--- src/rtl/bpu_sram_pkg.sv ---
// Shared defaults and types for the BPU SRAM port controller.
package bpu_sram_pkg;
  localparam int ADDR_W     = 9;
  localparam int WAYS       = 4;
  localparam int WAY_W      = 80;
  localparam int DATA_W     = WAYS * WAY_W;
  localparam int STARVE_MAX = 8;

  typedef enum logic {CLEAR, RUN} ctrl_state_e;

  typedef struct packed {
    logic [ADDR_W-1:0] addr;
    logic [WAYS-1:0]   mask;
    logic [DATA_W-1:0] data;
  } wbuf_entry_t;
endpackage

--- src/rtl/bpu_sram_port_ctrl_if.sv ---
// Requester-side read/write handshake bundle for bpu_sram_port_ctrl.
interface bpu_sram_port_ctrl_if #(
  parameter int ADDR_W = bpu_sram_pkg::ADDR_W,
  parameter int WAYS   = bpu_sram_pkg::WAYS,
  parameter int WAY_W  = bpu_sram_pkg::WAY_W
);
  localparam int DATA_W = WAYS * WAY_W;

  logic              r_valid;
  logic              r_ready;
  logic [ADDR_W-1:0] r_addr;
  logic              r_resp_valid;
  logic [DATA_W-1:0] r_resp_data;
  logic              w_valid;
  logic              w_ready;
  logic [ADDR_W-1:0] w_addr;
  logic [WAYS-1:0]   w_mask;
  logic [DATA_W-1:0] w_data;

  modport master (
    output r_valid, r_addr, w_valid, w_addr, w_mask, w_data,
    input  r_ready, r_resp_valid, r_resp_data, w_ready
  );
  modport slave (
    input  r_valid, r_addr, w_valid, w_addr, w_mask, w_data,
    output r_ready, r_resp_valid, r_resp_data, w_ready
  );
endinterface

--- src/rtl/bpu_sram_wbuf.sv ---
// One-entry write buffer: holds a pending write, counts read-starved cycles,
// and flags reads that would hit the buffered address.
module bpu_sram_wbuf #(
  parameter int ADDR_W     = bpu_sram_pkg::ADDR_W,
  parameter int WAYS       = bpu_sram_pkg::WAYS,
  parameter int WAY_W      = bpu_sram_pkg::WAY_W,
  parameter int STARVE_MAX = bpu_sram_pkg::STARVE_MAX
) (
  input  logic                    clock,
  input  logic                    reset_n,
  input  logic                    push,
  input  logic [ADDR_W-1:0]       push_addr,
  input  logic [WAYS-1:0]         push_mask,
  input  logic [WAYS*WAY_W-1:0]   push_data,
  input  logic                    drain,
  input  logic [ADDR_W-1:0]       rd_addr,
  output logic                    vld,
  output logic [ADDR_W-1:0]       addr,
  output logic [WAYS-1:0]         mask,
  output logic [WAYS*WAY_W-1:0]   data,
  output logic                    hazard,
  output logic                    force_drain
);
  localparam int CW = $clog2(STARVE_MAX + 1);

  typedef struct packed {
    logic [ADDR_W-1:0]     addr;
    logic [WAYS-1:0]       mask;
    logic [WAYS*WAY_W-1:0] data;
  } ent_t;

  ent_t          ent_q;
  logic [CW-1:0] starve;

  always_ff @(posedge clock or negedge reset_n) begin
    if (!reset_n) begin
      vld    <= 1'b0;
      ent_q  <= '0;
      starve <= '0;
    end else begin
      if (push) begin
        vld   <= 1'b1;
        ent_q <= '{addr: push_addr, mask: push_mask, data: push_data};
      end else if (drain) begin
        vld <= 1'b0;
      end
      // Counts only while an entry is sitting undrained; a same-cycle refill starts fresh.
      if (!vld || drain)                 starve <= '0;
      else if (starve != CW'(STARVE_MAX)) starve <= starve + 1'b1;
    end
  end

  assign addr        = ent_q.addr;
  assign mask        = ent_q.mask;
  assign data        = ent_q.data;
  assign hazard      = vld && (rd_addr == ent_q.addr);
  assign force_drain = vld && (starve == CW'(STARVE_MAX));
endmodule

--- src/rtl/bpu_sram_port_ctrl.sv ---
// Requester-side controller for a single-port way-masked BPU SRAM macro:
// zero-fill sweep after reset, read/write arbitration, read response.
// Define BPU_SRAM_HOLD_READ_EN to hold r_resp_data between responses.
module bpu_sram_port_ctrl #(
  parameter int ADDR_W     = bpu_sram_pkg::ADDR_W,
  parameter int WAYS       = bpu_sram_pkg::WAYS,
  parameter int WAY_W      = bpu_sram_pkg::WAY_W,
  parameter int STARVE_MAX = bpu_sram_pkg::STARVE_MAX
) (
  input  logic                  clock,
  input  logic                  reset_n,
  bpu_sram_port_ctrl_if.slave   req,
  output logic                  init_done,
  output logic [ADDR_W-1:0]     RW0_addr,
  output logic                  RW0_en,
  output logic                  RW0_wmode,
  output logic [WAYS-1:0]       RW0_wmask,
  output logic [WAYS*WAY_W-1:0] RW0_wdata,
  input  logic [WAYS*WAY_W-1:0] RW0_rdata
);
  import bpu_sram_pkg::*;
  localparam int DATA_W = WAYS * WAY_W;
  localparam int STAGES = 1;

  ctrl_state_e       state, state_nxt;
  logic [ADDR_W-1:0] clr_cnt;
  logic [STAGES:1]   vld_pipe;
  logic              rd_issue, drain, push, r_rdy, w_rdy;
  logic              wb_vld, wb_hazard, wb_force;
  logic [ADDR_W-1:0] wb_addr;
  logic [WAYS-1:0]   wb_mask;
  logic [DATA_W-1:0] wb_data;
  logic              en_c, wmode_c;
  logic [ADDR_W-1:0] addr_c;
  logic [WAYS-1:0]   wmask_c;
  logic [DATA_W-1:0] wdata_c;

  bpu_sram_wbuf #(.ADDR_W(ADDR_W), .WAYS(WAYS), .WAY_W(WAY_W), .STARVE_MAX(STARVE_MAX)) u_wbuf (
    .clock(clock), .reset_n(reset_n),
    .push(push), .push_addr(req.w_addr), .push_mask(req.w_mask), .push_data(req.w_data),
    .drain(drain), .rd_addr(req.r_addr),
    .vld(wb_vld), .addr(wb_addr), .mask(wb_mask), .data(wb_data),
    .hazard(wb_hazard), .force_drain(wb_force)
  );

  always_ff @(posedge clock or negedge reset_n) begin
    if (!reset_n) begin
      state    <= CLEAR;
      clr_cnt  <= '0;
      vld_pipe <= '0;
    end else begin
      state       <= state_nxt;
      vld_pipe[1] <= rd_issue;
      if (state == CLEAR) clr_cnt <= clr_cnt + 1'b1;
    end
  end

  always_comb begin
    state_nxt = state;
    en_c      = 1'b0;
    wmode_c   = 1'b0;
    addr_c    = '0;
    wmask_c   = '0;
    wdata_c   = '0;
    r_rdy     = 1'b0;
    w_rdy     = 1'b0;
    rd_issue  = 1'b0;
    drain     = 1'b0;
    case (state)
      CLEAR: begin
        en_c    = 1'b1;
        wmode_c = 1'b1;
        wmask_c = '1;
        addr_c  = clr_cnt;
        if (&clr_cnt) state_nxt = RUN;
      end
      default: begin
        // Force drain beats reads; otherwise reads win and the buffer fills idle slots.
        r_rdy    = !wb_force && !wb_hazard;
        rd_issue = r_rdy && req.r_valid;
        drain    = wb_vld && !rd_issue;
        w_rdy    = !wb_vld || drain;
        if (rd_issue) begin
          en_c   = 1'b1;
          addr_c = req.r_addr;
        end else if (drain) begin
          en_c    = 1'b1;
          wmode_c = 1'b1;
          addr_c  = wb_addr;
          wmask_c = wb_mask;
          wdata_c = wb_data;
        end
      end
    endcase
  end

  // Macro stays idle while reset is held, even though the state register reads CLEAR.
  assign RW0_en    = en_c & reset_n;
  assign RW0_wmode = wmode_c & reset_n;
  assign RW0_wmask = wmask_c & {WAYS{reset_n}};
  assign RW0_addr  = addr_c;
  assign RW0_wdata = wdata_c;

  assign push             = req.w_valid && w_rdy;
  assign req.r_ready      = r_rdy;
  assign req.w_ready      = w_rdy;
  assign req.r_resp_valid = vld_pipe[STAGES];
  assign init_done        = (state == RUN);

`ifdef BPU_SRAM_HOLD_READ_EN
  logic [DATA_W-1:0] rdata_q;
  always_ff @(posedge clock or negedge reset_n) begin
    if (!reset_n)               rdata_q <= '0;
    else if (vld_pipe[STAGES])  rdata_q <= RW0_rdata;
  end
  assign req.r_resp_data = vld_pipe[STAGES] ? RW0_rdata : rdata_q;
`else
  assign req.r_resp_data = RW0_rdata;
`endif
endmodule

--- src/flat_wrapper.sv ---
// flat-port wrapper written by rule: the top's interface ports become plain ports
module bpu_sram_port_ctrl_flat import bpu_sram_pkg::*;
#(
  parameter int ADDR_W     = bpu_sram_pkg::ADDR_W,
  parameter int WAYS       = bpu_sram_pkg::WAYS,
  parameter int WAY_W      = bpu_sram_pkg::WAY_W,
  parameter int STARVE_MAX = bpu_sram_pkg::STARVE_MAX
)
  (clock, reset_n, init_done, RW0_addr, RW0_en, RW0_wmode, RW0_wmask, RW0_wdata, RW0_rdata, req_r_valid, req_r_addr, req_w_valid, req_w_addr, req_w_mask, req_w_data, req_r_ready, req_r_resp_valid, req_r_resp_data, req_w_ready);
  bpu_sram_port_ctrl_if #(.ADDR_W(ADDR_W), .WAYS(WAYS), .WAY_W(WAY_W)) req_i ();
  input  logic clock;
  input  logic reset_n;
  output logic init_done;
  output logic [ADDR_W-1:0] RW0_addr;
  output logic RW0_en;
  output logic RW0_wmode;
  output logic [WAYS-1:0] RW0_wmask;
  output logic [WAYS*WAY_W-1:0] RW0_wdata;
  input  logic [WAYS*WAY_W-1:0] RW0_rdata;
  input wire logic [$bits(req_i.r_valid)-1:0] req_r_valid;
  input wire logic [$bits(req_i.r_addr)-1:0] req_r_addr;
  input wire logic [$bits(req_i.w_valid)-1:0] req_w_valid;
  input wire logic [$bits(req_i.w_addr)-1:0] req_w_addr;
  input wire logic [$bits(req_i.w_mask)-1:0] req_w_mask;
  input wire logic [$bits(req_i.w_data)-1:0] req_w_data;
  output wire logic [$bits(req_i.r_ready)-1:0] req_r_ready;
  output wire logic [$bits(req_i.r_resp_valid)-1:0] req_r_resp_valid;
  output wire logic [$bits(req_i.r_resp_data)-1:0] req_r_resp_data;
  output wire logic [$bits(req_i.w_ready)-1:0] req_w_ready;
  assign req_i.r_valid = req_r_valid;
  assign req_i.r_addr = req_r_addr;
  assign req_i.w_valid = req_w_valid;
  assign req_i.w_addr = req_w_addr;
  assign req_i.w_mask = req_w_mask;
  assign req_i.w_data = req_w_data;
  assign req_r_ready = req_i.r_ready;
  assign req_r_resp_valid = req_i.r_resp_valid;
  assign req_r_resp_data = req_i.r_resp_data;
  assign req_w_ready = req_i.w_ready;
  bpu_sram_port_ctrl #(.ADDR_W(ADDR_W), .WAYS(WAYS), .WAY_W(WAY_W), .STARVE_MAX(STARVE_MAX)) u_core (.clock(clock), .reset_n(reset_n), .req(req_i), .init_done(init_done), .RW0_addr(RW0_addr), .RW0_en(RW0_en), .RW0_wmode(RW0_wmode), .RW0_wmask(RW0_wmask), .RW0_wdata(RW0_wdata), .RW0_rdata(RW0_rdata));
endmodule
--- config.mk ---
export PLATFORM = sky130hd
export DESIGN_NAME = bpu_sram_port_ctrl_flat
export DESIGN_NICKNAME = d
export VERILOG_FILES = /design/src/rtl/bpu_sram_pkg.sv /design/src/rtl/bpu_sram_port_ctrl_if.sv /design/src/rtl/bpu_sram_wbuf.sv /design/src/rtl/bpu_sram_port_ctrl.sv /design/src/flat_wrapper.sv
export SDC_FILE = /design/constraint.sdc
export NUM_CORES = 1
export LEC_CHECK = 0
export ABC_AREA = 1
export CORE_AREA = 2 2 514 516
export DETAILED_ROUTE_END_ITERATION = 7
export DIE_AREA = 0 0 516 518
export HOLD_SLACK_MARGIN = 0.12
export PLACE_DENSITY = 0.34
export SETUP_SLACK_MARGIN = 0.5
export SLEW_MARGIN = 20
export SYNTH_ARGS = -nofsm -noshare
export SYNTH_HDL_FRONTEND = slang
export SYNTH_HIERARCHICAL = 1
export SYNTH_SLANG_ARGS = --single-unit
--- constraint.sdc ---
create_clock -name clock -period 2.2 [get_ports clock]
set_input_delay 0.44 -clock clock [delete_from_list [all_inputs] [get_ports clock]]
set_output_delay 0.44 -clock clock [all_outputs]
set_load 0.01 [all_outputs]
==> flow_results.org, run 1 <==
** Status
- The flow ran to the end, but the final reports show violations.
- Violations in the final reports :: negative setup slack

** Synth
- Mean area per synthesized cell :: 7.29 um2
- The number of different library cells used by synthesis comes to 26.
- Register area share after synthesis :: 46.0%
- During synthesis, Yosys emitted a total of 6 warnings.
- The cell count after synthesis came out at roughly 2600.
- Synthesized Nets :: about 3300
- Netlist area before placement :: 19000 um2
- Counting flops and latches in the post-synthesis netlist gives approximately 350.

** Timing
- The worst path uses 158% of the clock period.
- Final setup violation count :: approximately 680
- Adding up every negative setup slack in the final design gives -478.94 ns.
- Subtracting the final worst setup slack from the clock period gives 3.47 ns.
- Worst setup skew after layout :: around 0.039 ns
- Least-Margin Pin Slew :: about 0.69 ns
- Setup slack on the critical path of the routed design comes to -1.27 ns.
- Hold violation count in the final report :: 0
- Setup repair after global routing could not meet its margin everywhere.
- Post-Route Hold Slack :: between 0.2 and 0.3 ns
- Slew margin rel. :: 53.8%
- F_max :: 288 MHz
- Final slew viol count :: 0

** Clock tree
- H-tree levels :: 2
- At the later pin of the worst-skew pair, clock insertion delay measures 0.68 ns.
- Number of buffers created by CTS :: 52
- In this run the clock root is driven by a sky130_fd_sc_hd__clkbuf_16.
- The clock drives 349 sinks.
- TritonCTS built the clock tree.
- Clock transition time at the flip-flop clock pins of the worst setup and hold paths :: approximately 0.06 ns
- In this run the deepest clock path goes through 3 buffers.

** Min path
- The worst hold path begins at req_w_data[248].
- Worst hold path class :: in -> reg

** Worst setup path
- The worst setup path is of the reg -> out kind.
- FF-to-FF Start :: u_core/u_wbuf/addr[7]
- The critical path ends at RW0_wdata[144].
- STA classifies the critical path startpoint as a flip-flop.
- Data on the critical path is required at its endpoint by 1.76 ns.
- In this run the worst path has a maximum fanout of 13.
- The worst setup path is captured at an output pin.
- Data on the critical path arrives at its endpoint at roughly 3 ns.
- Terminus of the critical flop-to-flop path :: u_core/u_wbuf/starve[0]
- Start point of the critical path :: u_core/u_wbuf/addr[8]
- R2r setup slk :: -0.59 ns
- Worst R2R Path Depth :: 19

** Layout
- At the end of the flow the core is filled with cells to roughly an eighth.
- The sequential cells in the finished layout cover a total of slightly below 9000 um2.
- Area delta synth->final :: 70.4%
- Fraction of layout instances using a drive strength above 1 :: 23.2%
- At the end of the flow, the number of nets in the layout was around 3800.
- Number of filler cells placed in the layout :: about 30000
- Combined area of the multi-input logic cells :: ~6500 um2

** Floorplan
- Row count :: between 150 and 200
- The die covers around 270000 um2.
- Once the floorplan was initialized, standard cells occupied between 7 and 8% of the core.
- Number of top-level pins :: 1325
- The core region is around 260000 um2.
- The die is 518 um tall.
- Width of the chip :: just over 500 um

** Route
- Dividing the detail-routed via count by the number of cells gives between 2 and 3.
- Pre-antenna DRT Iters :: 5
- The routed design has around 140000 um of wire.
- The detailed router finished its first iteration with roughly 840 violations.
- Dividing the detail-routed wire length by the instance count gives 20.8 um.
- Summing over every cut layer, the via total after detailed routing is ~18000.
- Count of nets left with antenna violations after detail routing :: 0
- Remaining design rule violation count :: 0

** Global routing
- First-pass GRT wire length :: 177000 um
- The number of global-route vias before repair was around 18000.
- Global route overflow :: 0
- The initial antenna violation count came to between 100 and 150.
- GRT Total Usage :: slightly below 10%
- Entering global routing, the biggest net connects around 100 pins.

** Run
- Max-capacitance violation count :: 0

** Placed design
- The count of buffers added on input and output ports is 684.
- Placer congestion estimate :: roughly 0.80
- The HPWL after detailed placement is 116000 um.

** Power
- Power density over cell area :: ~540 nW/um2
- VDD sags by at most roughly 0.00055 V.
- Leakage component of the power :: 0.0155 uW
[metal layers]
layer  wire length (um)  vias to the layer above  track usage [%]
li1                   -                     8283                -
met1              56000                     8321             11.8
met2              54700                      911             13.7
met3              20000                      450             5.73
met4               8000                       90             4.94
met5                654                        -            0.180
[what timing repair did]
item	in CTS	in global routing
cloned	2	6
endpoints found under the hold margin	203	0
pin swaps	1	12
buffers inserted	7	36
hold buffers	1	0
setup endpoints to repair	678	678
resized for setup	281	651
[state kept, by name, indices dropped and copies added (netlist names)]
name and count:
u_core/u_wbuf/starve 4, u_core/clr_cnt 9, u_core/init_done 1, u_core/req.r_resp_valid 1, u_core/u_wbuf/mask 4, u_core/u_wbuf/vld 1, u_core/u_wbuf/addr 9, u_core/u_wbuf/data 320
[how the worst min path moves through the flow]
stage / depth (start not counted) / end / slack (ns)
after floorplan: 0 / u_core/clr_cnt[0] / 0.14
after global placement: 2 / u_core/u_wbuf/data[250] / 0.45
after detailed placement: 2 / u_core/u_wbuf/data[110] / 0.46
after CTS: 3 / u_core/u_wbuf/data[248] / 0.19
after global routing: 3 / u_core/u_wbuf/data[248] / 0.25
final: 3 / u_core/u_wbuf/data[248] / 0.29
[placed cells by master (no fill, tap or decap), types with 3 or more instances in the layout]
cell,n
sky130_fd_sc_hd__clkbuf_1,10
sky130_fd_sc_hd__buf_16,6
sky130_fd_sc_hd__dlymetal6s2s_1,50
sky130_fd_sc_hd__nor2_4,80
sky130_fd_sc_hd__nor2_2,65
sky130_fd_sc_hd__inv_2,4
sky130_fd_sc_hd__ha_1,4
sky130_fd_sc_hd__nand2_1,1055
sky130_fd_sc_hd__nand2_2,6
sky130_fd_sc_hd__buf_4,149
sky130_fd_sc_hd__buf_2,59
sky130_fd_sc_hd__bufinv_16,7
sky130_fd_sc_hd__dfrtp_1,349
sky130_fd_sc_hd__clkinvlp_4,5
sky130_fd_sc_hd__buf_6,75
sky130_fd_sc_hd__nor2_1,200
sky130_fd_sc_hd__clkbuf_2,38
sky130_fd_sc_hd__o21ai_0,8
sky130_fd_sc_hd__nand2_4,3
sky130_fd_sc_hd__diode_2,25
sky130_fd_sc_hd__nand4_1,11
sky130_fd_sc_hd__nand3_1,10
sky130_fd_sc_hd__clkinv_2,7
sky130_fd_sc_hd__clkbuf_8,10
sky130_fd_sc_hd__inv_6,3
sky130_fd_sc_hd__buf_8,11
sky130_fd_sc_hd__clkdlybuf4s15_2,48
sky130_fd_sc_hd__dlygate4sd2_1,17
sky130_fd_sc_hd__clkbuf_16,57
sky130_fd_sc_hd__xor2_1,6
sky130_fd_sc_hd__buf_12,89
sky130_fd_sc_hd__clkdlybuf4s50_1,346
sky130_fd_sc_hd__inv_1,354
[cells by family after synthesis]
family	share of synthesized area, %
AND/OR/NAND/NOR	28.7
buffers and inverters	24.3
AO/OA/AOI/OAI	0.363
adder cells (fa/ha/maj)	0.264
XOR/XNOR	0.369
flip-flops	46.0
[cell type report]
cell class | count | share of cell area, %
antenna | 25 | 0.193
clock buffer | 72 | 4.56
clock inverter | 24 | 1.07
inverter | 362 | 4.28
multi-input combinational | 1460 | 20.0
sequential | 349 | 27.0
tap | 3515 | 13.6
timing repair buffer | 895 | 29.3
[worst max-delay path, cell delays in order (launching register included)]
cell	delay, ns
sky130_fd_sc_hd__dfrtp_1	0.42
sky130_fd_sc_hd__xor2_1	0.17
sky130_fd_sc_hd__nor2_1	0.10
sky130_fd_sc_hd__nand2_1	0.08
sky130_fd_sc_hd__buf_6	0.14
sky130_fd_sc_hd__nor2_4	0.10
sky130_fd_sc_hd__nor2_4	0.06
sky130_fd_sc_hd__nand2_4	0.07
sky130_fd_sc_hd__nand3_4	0.09
sky130_fd_sc_hd__buf_6	0.16
sky130_fd_sc_hd__buf_16	0.16
sky130_fd_sc_hd__buf_16	0.23
sky130_fd_sc_hd__buf_12	0.12
sky130_fd_sc_hd__buf_4	0.13
sky130_fd_sc_hd__nor2_2	0.07
sky130_fd_sc_hd__buf_2	0.14
[metrics by stage]
stage               instance area, um2  setup WS, ns  power [uW]  instances
global route                     32300         -1.45       18500       6681
CTS                              31500         -1.43       18100       6635
detailed placement               29400         -1.43        8540       6529
finish                           32400         -1.27       17600       6702
floorplan                        19600         0.134        7960       2605
global placement                 29400         -1.46        8540       6529
[cell usage after synthesis]
cell,count,area [um2]
sky130_fd_sc_hd__a21oi_1,2,10.0
sky130_fd_sc_hd__dfrtp_1,349,8730
sky130_fd_sc_hd__buf_2,37,185
sky130_fd_sc_hd__a31oi_1,1,6.26
sky130_fd_sc_hd__o21ai_0,9,45.0
sky130_fd_sc_hd__inv_1,359,1350
sky130_fd_sc_hd__nand2_2,1,6.26
sky130_fd_sc_hd__nand3_2,1,10.0
sky130_fd_sc_hd__clkbuf_1,2,7.51
sky130_fd_sc_hd__ha_1,4,50.1
sky130_fd_sc_hd__inv_4,1,6.26
sky130_fd_sc_hd__nand4_1,11,68.8
sky130_fd_sc_hd__nor2_4,1,11.3
sky130_fd_sc_hd__nand3_1,12,60.1
sky130_fd_sc_hd__nor3_1,1,5.00
sky130_fd_sc_hd__or2_2,1,6.26
sky130_fd_sc_hd__buf_4,369,2770
sky130_fd_sc_hd__clkinv_1,2,7.51
sky130_fd_sc_hd__buf_6,24,270
sky130_fd_sc_hd__nand2_1,1063,3990
sky130_fd_sc_hd__nor2_1,344,1290
sky130_fd_sc_hd__xnor2_1,2,17.5
sky130_fd_sc_hd__xor2_1,6,52.6
sky130_fd_sc_hd__buf_8,1,15.0
sky130_fd_sc_hd__a21boi_0,1,7.51
sky130_fd_sc_hd__buf_1,1,3.75
[where the power goes]
| group | total (uW) | switching [uW] | internal [uW] |
|---|---|---|---|
| combinational | 1490 | 722 | 770 |
| sequential | 6940 | 198 | 6740 |
| clock | 9180 | 3660 | 5520 |
| total | 17600 | 4580 | 13000 |
(Power assumes the default switching activity.)
==> inputs of run 2 (changes only) <==
--- a/config.mk
+++ b/config.mk
@@ -6,9 +6,11 @@
 export NUM_CORES = 1
 export LEC_CHECK = 0
 export ABC_AREA = 1
+export CAP_MARGIN = 20
 export CORE_AREA = 2 2 514 516
 export DETAILED_ROUTE_END_ITERATION = 7
 export DIE_AREA = 0 0 516 518
+export GPL_TIMING_DRIVEN = 0
 export HOLD_SLACK_MARGIN = 0.12
 export PLACE_DENSITY = 0.34
 export SETUP_SLACK_MARGIN = 0.5
==> run 2 against run 1 <==
Effect of this change: the run ends with antenna violations, negative hold slack, negative setup slack left; cell count grew 8.3%; maximum frequency grew 3.7%; first-iteration DRC count grew 22%; utilization grew 1.5 points; clock skew increased by 0.025 ns; flip-flop and latch count is the same; combinational power is 84% higher; critical path type unchanged; largest power group unchanged.
==> flow_results.org, run 2 (synthesis results as in run 1) <==
** Floorplan
- Starting density of the core :: 7.26%
- The core region is between 200000 and 300000 um2.
- Die area :: around 270000 um2
- Row count :: about 190
- For this design the top-level I/O count stands at roughly 1300.
- Measured along the y axis, the die boundary spans 518 um.
- Measured along the x axis, the die boundary spans between 500 and 600 um.

** Layout
- In the final layout, the share of cells above drive strength 1 is around 28%.
- The register with the most flip-flops in the layout has 320 of them.
- Most frequent standard cell in the layout excluding fill and tap cells :: sky130_fd_sc_hd__nand2_1
- Commonest cells after routing, fill and taps aside :: sky130_fd_sc_hd__nand2_1, sky130_fd_sc_hd__clkdlybuf4s50_1, sky130_fd_sc_hd__buf_4
- Number of standard cells in the layout, taps in and fillers out :: 7260
- Area delta synth->final :: 90.8%
- Number of nets in the layout :: around 4400

** Timing
- In this run the tightest slew margin relative to its limit is 59.2%.
- The routed design could run at a clock period as short as 3.34 ns.
- Hold violation count in the final report :: between 50 and 60
- Post-Route Hold Slack :: -0.258 ns
- The final count of pins violating max slew was 0.
- For the pin with the worst max-slew slack, the measured transition is about 0.61 ns.
- Worst Setup Slack, final :: -1.14 ns
- Worst setup skew after layout :: 0.0645 ns
- Final setup violation count :: 671
- Crit share post-route :: 152%
- Setup repair after global routing missed its margin :: yes
- F_max :: 299 MHz

** Global routing
- Global route overflow :: 0
- Pin count of the biggest net entering global routing :: between 80 and 90
- GRT Total Usage :: a little over a tenth
- Antenna violations before repair :: between 80 and 90
- First-pass GRT wire length :: 193000 um
- The number of global-route vias before repair is between 20000 and 25000.

** Placed design
- Placer congestion estimate :: a little over 0.8
- Total instance count after detailed placement :: 7127
- Summed over all nets, the half-perimeter wirelength after detailed placement is roughly 130000 um.
- Count of input and output buffers :: 1003

** Power
- For this design the ratio of total power to cell area is 517 nW/um2.
- Switching share of total power :: between 20% and 30%
- In this run the static leakage power is approximately 0.017 uW.
- NetSw :: ~5000 uW
- Across the VDD grid, the largest voltage drop is approximately 0.00056 V.
- Comb pwr share :: 14.6%
- The clock network accounts for about half of the total power.
- Sequential cells account for 37.0% of the total power.
- Power after layout :: about 19000 uW
- Cell internal power was estimated by the tool at approximately 14000 uW.

** Clock tree
- CTS built an H-tree with a depth of 2.
- Number of buffers added to fix hold violations after cts :: 1
- TritonCTS clock tree :: built
- Number of buffers created by CTS :: 50
- Clock Root Buffer :: sky130_fd_sc_hd__clkbuf_16
- Worst-Skew Late Latency :: 0.70 ns
- After clock tree synthesis, the clock-pin slew on the worst setup and hold paths is around 0.060 ns.
- Total number of clock tree sinks :: ~350
- Maximum clock insertion buffer count :: 3

** Route
- Dividing the detail-routed via count by the number of cells gives about 2.8.
- For this run, design rule violations remaining after detail routing come to 0.
- In this run, the number of DRC markers left after iteration 0 of detailed routing was between 1000 and 1500.
- Average wire length per cell after detail routing :: approximately 20 um
- The routed layout has ~20000 vias.
- Count of nets left with antenna violations after detail routing :: 1
- Pre-antenna DRT Iters :: 4
- Routed wire length :: 148000 um

** Worst setup path
- Worst EP arrival :: 2.90 ns
- R2r setup slk :: -0.88 ns
- Data required, critical path :: about 1.8 ns
- Type of origin of the critical path :: flip-flop
- Of all nets on the critical path, the largest fanout is 10.
- The worst setup path is captured at an output pin.
- Setup CP Type :: reg -> out

** Status
- Run status :: finished with violations
- Violations in the final reports :: antenna violations, negative hold slack, negative setup slack

** Run
- Max-cap violations in this run came to 0.

** Min path
- The min-delay analysis places its worst path in the category in -> async.
-- run 2: changes by cell type in the layout (fill, tap and decap cells not counted), moves of 7 or more --
cell                              change
sky130_fd_sc_hd__nor2_1              -45
sky130_fd_sc_hd__buf_4              +252
sky130_fd_sc_hd__buf_12              -79
sky130_fd_sc_hd__clkdlybuf4s15_2     -33
sky130_fd_sc_hd__nor2_2              +14
sky130_fd_sc_hd__dlygate4sd2_1       +40
sky130_fd_sc_hd__nor2_4              +31
sky130_fd_sc_hd__dlymetal6s2s_1      -49
sky130_fd_sc_hd__buf_6               +31
sky130_fd_sc_hd__clkbuf_16            -7
sky130_fd_sc_hd__buf_2               +72
sky130_fd_sc_hd__clkdlybuf4s50_1    +330
-- run 2: through the flow --
stage               TNS (ns)  instance area, um2  hold WS, ns  worst slack [ns]  util [%]
finish               -482.06               36200       -0.258             -1.14      13.8
global route         -651.80               36200       -0.267             -1.32      13.8
CTS                  -616.43               36100       -0.309             -1.32      13.8
detailed placement  -1051.30               34100        0.436             -2.47      13.0
global placement    -7463.67               34000        0.457            -18.34      13.0
floorplan                  0               19600        0.144             0.134         -
-- run 2: what timing repair did --
| action | CTS | global route |
|---|---|---|
| hold endpoints to repair | 60 | 59 |
| pin swaps | 10 | 15 |
| setup buffers | 8 | 11 |
| setup endpoints to repair | 689 | 692 |
| gates resized for setup | 1045 | 492 |
-- run 2: worst max-delay path, stage by stage (launching register included) --
cell and delay [ns]:
sky130_fd_sc_hd__dfrtp_1 0.39, sky130_fd_sc_hd__xor2_1 0.16, sky130_fd_sc_hd__nor2_1 0.16, sky130_fd_sc_hd__nand2_2 0.13, sky130_fd_sc_hd__nor2_4 0.14, sky130_fd_sc_hd__nor2_4 0.07
sky130_fd_sc_hd__nand2_4 0.11, sky130_fd_sc_hd__nand3_4 0.09, sky130_fd_sc_hd__buf_12 0.17, sky130_fd_sc_hd__buf_12 0.18, sky130_fd_sc_hd__buf_6 0.18, sky130_fd_sc_hd__nor2_1 0.18
sky130_fd_sc_hd__clkdlybuf4s15_2 0.26
-- run 2: area by class of cell --
cell class,instances,area [um2]
inverters,362,1370
fillers,30186,225000
clock inverters,29,407
flip-flops and latches,349,8730
multi-input cells,1460,6740
clock buffers,64,1370
diodes,20,50.0
well taps,3515,4400
repair buffers,1027,9550
plain buffers,434,3600
-- run 2: power by group through the flow --
| stage | clock (uW) | combinational (uW) | sequential [uW] |
|---|---|---|---|
| floorplan | 0 | 986 | 6970 |
| global placement | 0 | 2710 | 7050 |
| detailed placement | 0 | 2740 | 7040 |
| CTS | 9590 | 2790 | 6930 |
| global route | 9800 | 2980 | 6960 |
| finish | 9070 | 2740 | 6930 |
-- run 2: layer usage --
| metal | wire, um | track usage (%) |
|---|---|---|
| met2 | 66800 | 17.2 |
| met3 | 15800 | 4.27 |
| met1 | 61700 | 13.2 |
| met5 | 371 | 0 |
| met4 | 3480 | 2.31 |
-- run 2: worst paths after layout --
check | depth (start not counted) | from | to
min in group clock | 3 | req_w_data[161] | u_core/u_wbuf/data[161]
hold reg to reg | 2 | u_core/u_wbuf/data[105] | u_core/u_wbuf/data[105]
setup / recovery | 12 | u_core/u_wbuf/addr[5] | RW0_wdata[144]
setup reg to reg | 14 | u_core/u_wbuf/addr[5] | u_core/u_wbuf/data[103]
hold / removal | 1 | reset_n | u_core/u_wbuf/data[313]
max in group asynchronous | 4 | reset_n | u_core/u_wbuf/data[138]
==> inputs of run 3 (changes only) <==
--- a/config.mk
+++ b/config.mk
@@ -10,7 +10,6 @@
 export CORE_AREA = 2 2 514 516
 export DETAILED_ROUTE_END_ITERATION = 7
 export DIE_AREA = 0 0 516 518
-export GPL_TIMING_DRIVEN = 0
 export HOLD_SLACK_MARGIN = 0.12
 export PLACE_DENSITY = 0.34
 export SETUP_SLACK_MARGIN = 0.5
==> results of run 3 <==
Same layout as run 1: the final DEF is identical, and so are final timing and power.
